`config.mk`:
```
export PLATFORM = sky130hd
export DESIGN_NAME = uart_tx_arbiter_flat
export DESIGN_NICKNAME = d
export VERILOG_FILES = /design/src/rtl/uart_tx_arbiter_if.sv /design/src/rtl/uart_tx_arbiter.sv /design/src/flat_wrapper.sv
export SDC_FILE = /design/constraint.sdc
export NUM_CORES = 1
export LEC_CHECK = 0
export ABC_AREA = 0
export BUFFER_PORTS_ARGS = -buffer_cell sky130_fd_sc_hd__buf_2
export CAP_MARGIN = 40
export CORE_UTILIZATION = 45
export DETAILED_ROUTE_END_ITERATION = 16
export PLACE_DENSITY = 0.73
export SYNTH_ARGS = -nofsm -noshare
export SYNTH_HDL_FRONTEND = slang
export SYNTH_SLANG_ARGS = --single-unit
```
`constraint.sdc`:
```
create_clock -name clk -period 1.9 [get_ports clk]
set_clock_uncertainty 0.1 [all_clocks]
set_input_delay 0.38 -clock clk [delete_from_list [all_inputs] [get_ports clk]]
set_output_delay 0.38 -clock clk [all_outputs]
set_load 0.02 [all_outputs]
```
`src/rtl/uart_tx_arbiter_if.sv`:
```
// Bundle between the TX arbiter, its two requester FIFOs and the UART
// transmitter; master is the arbiter side.
interface uart_tx_arbiter_if;
  logic       a_empty;
  logic [7:0] a_data;
  logic       a_rd_en;
  logic       b_empty;
  logic [7:0] b_data;
  logic       b_rd_en;
  logic       tx_done;
  logic       tx_valid;
  logic [7:0] tx_data;
  logic [1:0] grant;
  logic       busy;

  modport master (
    input  a_empty,
    input  a_data,
    input  b_empty,
    input  b_data,
    input  tx_done,
    output a_rd_en,
    output b_rd_en,
    output tx_valid,
    output tx_data,
    output grant,
    output busy
  );

  modport slave (
    output a_empty,
    output a_data,
    output b_empty,
    output b_data,
    output tx_done,
    input  a_rd_en,
    input  b_rd_en,
    input  tx_valid,
    input  tx_data,
    input  grant,
    input  busy
  );
endinterface

```
`src/rtl/uart_tx_arbiter.sv`:
```
// Round-robin arbiter feeding one UART transmitter from two byte FIFOs,
// handing the line over after PKT_LEN bytes or when the owner drains.
module uart_tx_arbiter #(
  parameter int unsigned PKT_LEN = 32
) (
  input  logic              clk,
  input  logic              reset,
  uart_tx_arbiter_if.master bus
);

  typedef enum logic [2:0] {
    IDLE,
    RD,
    LOAD,
    SEND,
    WAIT
  } state_e;

  localparam logic [7:0] LenLimit = 8'(PKT_LEN);

  state_e     state_q, state_d;
  logic [1:0] grant_q, grant_d;
  logic [7:0] cnt_q, cnt_d;
  logic [7:0] data_q, data_d;
  logic       prio_q, prio_d;

  logic [7:0] cnt_inc;
  logic       own_empty;
  logic       pick_a;

  always_ff @(posedge clk) begin
    if (!reset) begin
      state_q <= IDLE;
      grant_q <= '0;
      cnt_q   <= '0;
      data_q  <= '0;
      prio_q  <= 1'b0;
    end else begin
      state_q <= state_d;
      grant_q <= grant_d;
      cnt_q   <= cnt_d;
      data_q  <= data_d;
      prio_q  <= prio_d;
    end
  end

  assign cnt_inc   = cnt_q + 8'd1;
  assign own_empty = grant_q[0] ? bus.a_empty : bus.b_empty;
  assign pick_a    = !bus.a_empty
                   && (bus.b_empty || !prio_q);

  always_comb begin
    state_d = state_q;
    grant_d = grant_q;
    cnt_d   = cnt_q;
    data_d  = data_q;
    prio_d  = prio_q;
    unique case (state_q)
      IDLE: begin
        grant_d = '0;
        if (!bus.a_empty || !bus.b_empty) begin
          grant_d = pick_a ? 2'b01 : 2'b10;
          cnt_d   = '0;
          state_d = RD;
        end
      end
      RD: state_d = LOAD;
      LOAD: begin
        data_d  = grant_q[0] ? bus.a_data
                             : bus.b_data;
        state_d = SEND;
      end
      SEND, WAIT: begin
        state_d = WAIT;
        if (bus.tx_done) begin
          cnt_d = cnt_inc;
          if (cnt_inc == LenLimit || own_empty) begin
            // hand priority to whoever did not own this burst
            grant_d = '0;
            prio_d  = grant_q[0];
            state_d = IDLE;
          end else begin
            state_d = RD;
          end
        end
      end
      default: begin
        state_d = IDLE;
        grant_d = '0;
      end
    endcase
  end

  assign bus.a_rd_en  = (state_q == RD) && grant_q[0];
  assign bus.b_rd_en  = (state_q == RD) && grant_q[1];
  assign bus.tx_valid = (state_q == SEND)
                     || (state_q == WAIT);
  assign bus.tx_data  = data_q;
  assign bus.grant    = grant_q;
  assign bus.busy     = (state_q != IDLE);

endmodule

```
`src/flat_wrapper.sv`:
```
// flat-port wrapper written by rule: the top's interface ports become plain ports
module uart_tx_arbiter_flat 
#(
  parameter int unsigned PKT_LEN = 32
)
  (clk, reset, bus_a_empty, bus_a_data, bus_b_empty, bus_b_data, bus_tx_done, bus_a_rd_en, bus_b_rd_en, bus_tx_valid, bus_tx_data, bus_grant, bus_busy);
  uart_tx_arbiter_if bus_i ();
  input  logic clk;
  input  logic reset;
  input wire logic [$bits(bus_i.a_empty)-1:0] bus_a_empty;
  input wire logic [$bits(bus_i.a_data)-1:0] bus_a_data;
  input wire logic [$bits(bus_i.b_empty)-1:0] bus_b_empty;
  input wire logic [$bits(bus_i.b_data)-1:0] bus_b_data;
  input wire logic [$bits(bus_i.tx_done)-1:0] bus_tx_done;
  output wire logic [$bits(bus_i.a_rd_en)-1:0] bus_a_rd_en;
  output wire logic [$bits(bus_i.b_rd_en)-1:0] bus_b_rd_en;
  output wire logic [$bits(bus_i.tx_valid)-1:0] bus_tx_valid;
  output wire logic [$bits(bus_i.tx_data)-1:0] bus_tx_data;
  output wire logic [$bits(bus_i.grant)-1:0] bus_grant;
  output wire logic [$bits(bus_i.busy)-1:0] bus_busy;
  assign bus_i.a_empty = bus_a_empty;
  assign bus_i.a_data = bus_a_data;
  assign bus_i.b_empty = bus_b_empty;
  assign bus_i.b_data = bus_b_data;
  assign bus_i.tx_done = bus_tx_done;
  assign bus_a_rd_en = bus_i.a_rd_en;
  assign bus_b_rd_en = bus_i.b_rd_en;
  assign bus_tx_valid = bus_i.tx_valid;
  assign bus_tx_data = bus_i.tx_data;
  assign bus_grant = bus_i.grant;
  assign bus_busy = bus_i.busy;
  uart_tx_arbiter #(.PKT_LEN(PKT_LEN)) u_core (.clk(clk), .reset(reset), .bus(bus_i));
endmodule
```
# --- Word-level counts from Yosys, hierarchy flattened ---
# Index checks and enable logic that the tools add are counted.
totals:
  reg_bits: 22
  output_inout_bits: 14
  ramBits: 0
  latch_bits: 0
  rom_bits: 0
  in_bits: 21
  n_memories: 0
op_classes:
  eq_ne: 8
  add_sub_neg: 1
  n_reduce_logical: 18
  magnitude_cmp: 0
  shift: 0
  n_bitwise: 1
  mul: 0
  div_mod_pow: 0
  muxes: 14
op_table:
  columns: ["operator", "n"]
  rows:
  - ["$mux 8", 3]
  - ["$pmux 8 s2", 1]
  - ["$pmux 3 s4", 1]
  - ["$reduce_and 3->1", 3]
  - ["$add 8x1->8 const B", 1]
  - ["$eq 8x6->1 const B", 1]
  - ["$mux 2", 4]
  - ["$eq 3x2->1 const B", 2]
  - ["$mux 3", 2]
  - ["$pmux 2 s3", 1]
  - ["$logic_or 1x1->1", 4]
  - ["$ne 2x1->1 const B", 2]
  - ["$reduce_or 2->1", 2]
  - ["$eq 3x1->1 const B", 1]
  - ["$eq 3x3->1 const B", 1]
  - ["$logic_and 1x1->1", 3]
  - ["$logic_not 1->1", 3]
  - ["$logic_not 3->1", 1]
  - ["$reduce_bool 3->1", 1]
  - ["$mux 1", 2]
  - ["$ne 2x2->1 const B", 1]
  - ["$reduce_bool 2->1", 1]
  - ["$not 1->1", 1]

# --- Longest topological paths before layout ---
# Gate-level depths: netlist of run 1.
depth:
  ltp_word: 6
  mapped_depth: 6
  depth_no_buf: 6

# --- Worst setup path after synthesis of run 1 ---
# No wires, ideal clock.
synth_timing:
  path_type: "register to output"
  start: "register u_core.grant_q[0] (netlist: u_core.bus.grant[0])"
  end: "output bus_a_rd_en"
  setup_slack_ns: -0.172
  path_stages_with_launch: 4
  n_path_buf: 2
  t_required_ns: 1.420
  arrival_time_ns: 1.592
  path_cell_list: "dfxtp_1 clkbuf_1 buf_2 nor4bb_1"
synth_between:
  elab_chain_len: 1
synth_rtl:
  columns: ["element", "line", "rtl"]
  rows:
  - ["start, declared", "uart_tx_arbiter.sv:22", "logic [1:0] grant_q, grant_d;"]
  - ["start signal, assigned", "uart_tx_arbiter.sv:40", "grant_q <= grant_d;"]
  - ["$logic_and 1x1->1", "uart_tx_arbiter.sv:94", "assign bus.a_rd_en = (state_q == RD) && grant_q[0];"]
  - ["end, declared", "flat_wrapper.sv:15", "output wire logic [$bits(bus_i.a_rd_en)-1:0] bus_a_rd_en;"]
# Every way passes these cells.

# --- Worst setup path after layout of run 1 ---
layout_timing:
  start: "register u_core.state_q[0]"
  end: "output bus_b_rd_en"
layout_between:
  elab_chain_len: 2
layout_rtl:
  columns: ["element", "line", "rtl"]
  rows:
  - ["start, declared", "uart_tx_arbiter.sv:21", "state_e state_q, state_d;"]
  - ["start signal, assigned", "uart_tx_arbiter.sv:39", "state_q <= state_d;"]
  - ["$eq 3x1->1", "uart_tx_arbiter.sv:95", "assign bus.b_rd_en = (state_q == RD) && grant_q[1];"]
  - ["$logic_and 1x1->1", "uart_tx_arbiter.sv:95", null]
  - ["end, declared", "flat_wrapper.sv:16", "output wire logic [$bits(bus_i.b_rd_en)-1:0] bus_b_rd_en;"]
# Every way passes these cells.

==> summary.txt, run 1 <==
Die
  – Die height: 56.2 um
  – I/O pin count: 35
  – Row count: 19
  – Core area: 2780 um^2
  – Die area: 3160 um^2
  – Initial core utilization: 47.6%
  – Die W: 56.2 um

Clocking
  – Clock Sinks: 22
  – Max Root-Sink Buffers: 2
  – Clock root cell: clkbuf_4
  – H-tree Lvls: 1
  – TritonCTS buffer count: 3
  – Clock-pin slew on the worst setup and hold paths: 0.12 ns
  – CTS Hold Buffers Added: 0
  – Clock Latency Late Sink: 0.32 ns
  – CTS tree: done

Power
  – PwrDens: 723 nW/um^2
  – Static Leak: 0.843 nW
  – Worst VDD drop: around 660 uV
  – Pwr Total: approximately 1.3 mW

STA
  – Slew headroom: between 70 and 80%
  – Max frequency: 0.508 GHz
  – Slew @ Worst Pin: a little under 0.4 ns
  – Max Slew Vio Count: 0
  – RSZ-0062 raised after global routing: true
  – Final worst slack: -0.0700 ns
  – Post-route setup TNS: -0.0700 ns
  – Fin crit period: a little under 2 ns
  – Final period utilization: 104%
  – WHS: approximately 0.16 ns
  – Final setup viols: 1
  – Final hold vios: 0

Detailed routing
  – First-pass DRT Iterations: 5
  – Routed vias/inst: between 5 and 6
  – Total wire length: between 3 and 4 mm
  – DRC: 0
  – Drt wl/cell: 15.1 um
  – DR vias: roughly 1400
  – Iter 0 DRT Violations: 60
  – DRT antenna net count: 0

Yosys
  – Seq/Total Area, Yosys: 33.3%
  – Yosys warns: 0
  – FF+latch count, synth: 22
  – Post-Syn Area: approximately 1300 um^2
  – Top cells by area, synth: dfxtp_1 33%, mux2i_1 7.6%, o211a_1 6.0%, nand2_1 4.8%, a21boi_1 2.8%
  – Library cells used by synthesis: 48
  – Yosys top cell area share: 33.3%
  – Number of enable flip-flop cells after synthesis: 0
  – Post-Syn Instances: 150
  – Avg Inst Size Synth: 8.83 um^2
  – Ys flop type: dfxtp_1
  – Asr flop ratio synth: 0%
  – Syn Nets: 173
  – Post-synth top area cell: dfxtp_1

Place
  – Pre-CTS WS: 0.0531 ns
  – HPWL Detailed: around 2.3 mm
  – Dpl cell area: about 1600 um^2
  – IO Port Bufs: 34
  – Placer Congestion: 0.886

Layout
  – Design Area, Final: 1850 um^2
  – Diodes inserted: 0
  – Share of post-route cells with drive strength above 1: between 40% and 50%
  – Final Net Count: 230
  – Commonest non-fill, non-tap cell in the layout: buf_2
  – Area growth from synthesis to layout: 39.6%
  – Area of the multi-input gates: 922 um^2
  – Fill cell count: 230
  – Most frequent cells in the layout: 31 x buf_2, 25 x buf_4, 19 x dfxtp_1, 17 x nand2_1, 10 x mux2i_1
  – Sequential Area: 447 um^2

Worst setup path
  – Arr. time, crit path: 1.49 ns
  – Critical Path End Type: output pin
  – Setup crit start kind: flop
  – CP most frequent cell: and3_4
  – Slowest stage delay, CP: 0.35 ns
  – Crit Path Max Fanout: 3
  – CP Class: flop to output pin
  – Worst path required time: approximately 1.4 ns
  – Crit path cell chain: buf_4, o21ai_2, and3_4, and3_4, buf_6
  – Worst R2R Setup Slack: 0.03 ns
  – Critical path buffers and inverters: 2
  – Slowest CP cell: dfxtp_2
  – Delay-heaviest family, CP: simple AND/OR/NAND/NOR gates

GRT
  – Largest net degree at the start of global routing: 26
  – Vias in the first global route: 1322
  – Initial antenna violation count: 0
  – Total track usage: 22.8%
  – First-pass GRT wire length: 5.71 mm
  – GRT overflow: 0

Flow run
  – MaxCap Viol Count: 0

Status
  – Failing checks: negative setup slack
  – Outcome: finished, violations left

Hold path
  – Hold Crit Class: input pin to flop
synth_stat cells (all sizes together), types with 2 or more instances:
master / n
clkbuf: 3
nor2: 10
o211a: 8
or2: 2
a21oi: 7
or3: 3
buf: 4
or4: 2
o211ai: 3
nand4: 3
and2: 2
ha: 2
dfxtp: 22
mux2i: 10
a21boi: 5
inv: 3
and3: 5
nand2: 17
nor3: 3
nor3b: 4
xnor2: 2
nand3: 5
o21a: 3
o21ai: 9
layer usage:
metal	wire length (um)	up-vias	GRT usage [%]
met2	1800	33	37.9
li1	-	665	-
met3	147	10	5.35
met5	0	-	0
met1	1520	668	28.4
met4	108	0	8.71
power by group:
| group | switching, mW | internal, mW | leakage (nW) | total, mW |
|---|---|---|---|---|
| Combinational | 0.223 | 0.212 | 0.634 | 0.435 |
| Sequential | 0.0374 | 0.499 | 0.180 | 0.537 |
| Clock | 0.152 | 0.213 | 0.0279 | 0.365 |
| Total | 0.412 | 0.925 | 0.843 | 1.34 |
layout make-up:
cell class	instances	area share [%]
Clock inverter	1	1.62
Multi-Input combinational cell	118	49.9
Clock buffer	3	1.22
Timing Repair Buffer	59	20.4
Tap cell	31	2.10
Sequential cell	22	24.2
Inverter	3	0.609
flip-flops by register name, summed over array words and instances (netlist names):
register and count:
u_core.bus.tx_data 8, u_core.cnt_q 8, u_core.state_q 3, u_core.bus.grant 2, u_core.prio_q 1
path summary, 6_finish.rpt:
path,start,to,depth (start not counted)
min,bus_tx_done,u_core.state_q[2],2
min reg2reg,u_core.bus.tx_data[4],u_core.bus.tx_data[4],1
max reg2reg,u_core.state_q[2],u_core.cnt_q[2],10
max,u_core.state_q[0],bus_b_rd_en,5
cell families (layout without fill, tap and decap cells):
kind of cell	after synthesis	in the layout	synth area share, %
buffers and inverters	10	66	3.69
flip-flops	22	22	33.3
multiplexers	10	10	7.56
AND/OR/NAND/NOR	63	63	27.3
adder cells (fa/ha/maj)	2	2	1.89
AO/OA/AOI/OAI	40	40	24.3
XOR/XNOR	3	3	1.99
per-stage QoR:
step,utilization [%],cells
3_3_place_gp,56.1,216
4_1_cts,64.3,235
3_5_place_dp,56.1,216
2_1_floorplan,-,150
5_1_grt,66.4,237
6_report,66.4,237
timing repair:
action                                  4_1_cts  5_1_grt
pin swaps                                     5        9
endpoints found under the setup margin        2       13
gates resized for setup                      21        9
setup buffers                                17        3
gates cloned                                  0        0
Power figures use the tool's default switching activity.
==> run 2: changes to the inputs <==
--- a/config.mk
+++ b/config.mk
@@ -9,6 +9,7 @@
 export BUFFER_PORTS_ARGS = -buffer_cell sky130_fd_sc_hd__buf_2
 export CAP_MARGIN = 40
 export CORE_UTILIZATION = 45
+export CTS_BUF_LIST = sky130_fd_sc_hd__clkbuf_16
 export DETAILED_ROUTE_END_ITERATION = 16
 export PLACE_DENSITY = 0.73
 export SYNTH_ARGS = -nofsm -noshare
==> run 2 against run 1 <==
  * The run still ends with negative setup slack left
  * First-iteration DRC count increased by 6.7%
  * Utilization decreased by 1.1 points
  * Sequential share of layout area up 0.35 points
  * Die area is the same
  * Final area fell by 1.7%
  * Sequential power hardly changed
  * Via count down 2.9%
  * Sequential cell count did not move
  * Combinational power shrank 7.4%
  * Fmax rose by 3.5%
  * Critical path depth grew 1
  * Register-to-register slack hardly changed
==> summary.txt, run 2 (synthesis gave the netlist of run 1 again) <==
Clocking
  – Clock Sinks: 22
  – Max Root-Sink Buffers: 2
  – H-tree Lvls: 1
  – Clock-pin slew on the worst setup and hold paths: 0.06 ns
  – CTS tree: done
  – TritonCTS buffer count: 3
  – Clock Latency Late Sink: 0.25 ns
  – Clock root cell: clkbuf_16

Die
  – Die height: approximately 56 um
  – Core area: between 2000 and 3000 um^2
  – Die area: 3160 um^2
  – Initial core utilization: 47.6%
  – Die W: 56.2 um
  – I/O pin count: 35
  – Row count: 19

Power
  – Clk pwr share: 38.4%
  – Worst VDD drop: between 800 and 900 uV
  – Sequential power share: 35.2%
  – Pwr Total: 1.52 mW
  – Int Pwr: 1.11 mW
  – Net switching fraction of the power: a little over a quarter
  – Logic gate share of total power: 26.4%
  – Static Leak: 0.826 nW
  – PwrDens: 838 nW/um^2
  – Switching pwr: 0.416 mW

STA
  – Final period utilization: 100%
  – Max frequency: ~0.53 GHz
  – Slew @ Worst Pin: 0.390 ns
  – RSZ-0062 raised after global routing: true
  – Post-route setup TNS: -0.00368 ns
  – Slew headroom: 73.7%
  – Max Slew Vio Count: 0
  – Final setup viols: 1
  – Fin crit period: 1.90 ns
  – WHS: 0.243 ns
  – Final worst slack: -0.00368 ns
  – Final hold vios: 0

Layout
  – Sequential Area: about 450 um^2
  – Share of post-route cells with drive strength above 1: 40.4%
  – Final Net Count: 222
  – Fill cell count: 233
  – Area of the multi-input gates: 906 um^2
  – Most frequent cells in the layout: 32 x buf_2, 20 x dfxtp_1, 17 x nand2_1, 17 x buf_4, 10 x mux2i_1
  – Diodes inserted: 0
  – Cell Count, Final, Fillers Out: 229
  – Commonest non-fill, non-tap cell in the layout: buf_2
  – Area growth from synthesis to layout: 37.2%

Status
  – Failing checks: negative setup slack
  – Outcome: finished, violations left

GRT
  – Largest net degree at the start of global routing: 26
  – Vias in the first global route: between 1000 and 1500
  – Initial antenna violation count: 0
  – First-pass GRT wire length: approximately 5.5 mm
  – GRT overflow: 0
  – Total track usage: 21.5%

Place
  – HPWL Detailed: 2.30 mm
  – Placer Congestion: 0.886
  – Pre-CTS WS: 0.0531 ns
  – DP Cell Count: roughly 220
  – IO Port Bufs: 34

Detailed routing
  – DRC: 0
  – Drt wl/cell: 15.0 um
  – First-pass DRT Iterations: 5
  – Routed vias/inst: slightly below 6
  – Iter 0 DRT Violations: 64
  – DRT antenna net count: 0
  – DR vias: ~1300
  – Total wire length: about 3.4 mm

Worst setup path
  – CP most frequent cell: and3_4
  – Critical Path End Type: output pin
  – Arr. time, crit path: approximately 1.4 ns
  – Worst path required time: 1.42 ns
  – CP Class: flop to output pin
  – Setup crit start kind: flop
  – Slowest stage delay, CP: about 0.35 ns
  – Crit Path Max Fanout: 4
  – R2R depth: 6
  – Crit path cell chain: or2_4, nor2_4, inv_2, and3_4, and3_4, buf_6
  – Slowest CP cell: dfxtp_4

Flow run
  – MaxCap Viol Count: 0

Hold path
  – Hold Crit Class: input pin to flop
  – Min-Delay Path Depth: 2
run 2: cell types whose count changed in the layout (fill, tap and decap cells not counted), sizes merged:
cell,change
buf,-8
run 2: cell type report:
| class | count | area share [%] |
|---|---|---|
| Sequential cell | 22 | 24.5 |
| Clock buffer | 3 | 4.13 |
| Multi-Input combinational cell | 118 | 49.9 |
| Clock inverter | 1 | 1.65 |
| Timing Repair Buffer | 51 | 17.1 |
| Inverter | 3 | 0.620 |
| Tap cell | 31 | 2.13 |
run 2: worst max-delay path, delay by kind of cell (launching register included):
family | cells | cell delay (ns)
flip-flops | 1 | 0.35
AND/OR/NAND/NOR | 4 | 0.65
buffers and inverters | 2 | 0.17
run 2: power by group through the flow:
| stage | registers, mW | logic [mW] | clock network [mW] |
|---|---|---|---|
| 3_5_place_dp | 0.542 | 0.328 | 0 |
| 2_1_floorplan | 0.561 | 0.193 | 0 |
| 5_1_grt | 0.541 | 0.432 | 0.615 |
| 6_report | 0.536 | 0.403 | 0.584 |
| 3_3_place_gp | 0.538 | 0.320 | 0 |
| 4_1_cts | 0.535 | 0.372 | 0.598 |
run 2: metal layers:
layer  GRT usage (%)  part of all wire, %
met1            26.8                   43
met2            36.4                   50
met3            5.12                  5.2
met4            6.62                  1.5
met5               0                    0
run 2: metrics by stage:
stage | cell area (um^2) | util (%)
detailed placement | 1560 | 56.1
global route | 1820 | 65.3
floorplan | 1330 | -
finish | 1820 | 65.3
CTS | 1740 | 62.6
global placement | 1560 | 56.1
run 2: path summary, 6_finish.rpt:
| path | slack (ns) | start | to |
|---|---|---|---|
| max | -0.004 | u_core.state_q[0] | bus_b_rd_en |
| min reg2reg | 0.39 | u_core.bus.tx_data[4] | u_core.bus.tx_data[4] |
| min | 0.24 | bus_tx_done | u_core.state_q[2] |
| max reg2reg | 0.04 | u_core.cnt_q[0] | u_core.prio_q |
run 2: what timing repair did:
action / in CTS / in global routing
hold buffers: 0 / 0
endpoints found under the setup margin: 2 / 6
gates cloned: 0 / 0
resized for setup: 9 / 11
setup buffers: 6 / 3
pin swaps: 3 / 3
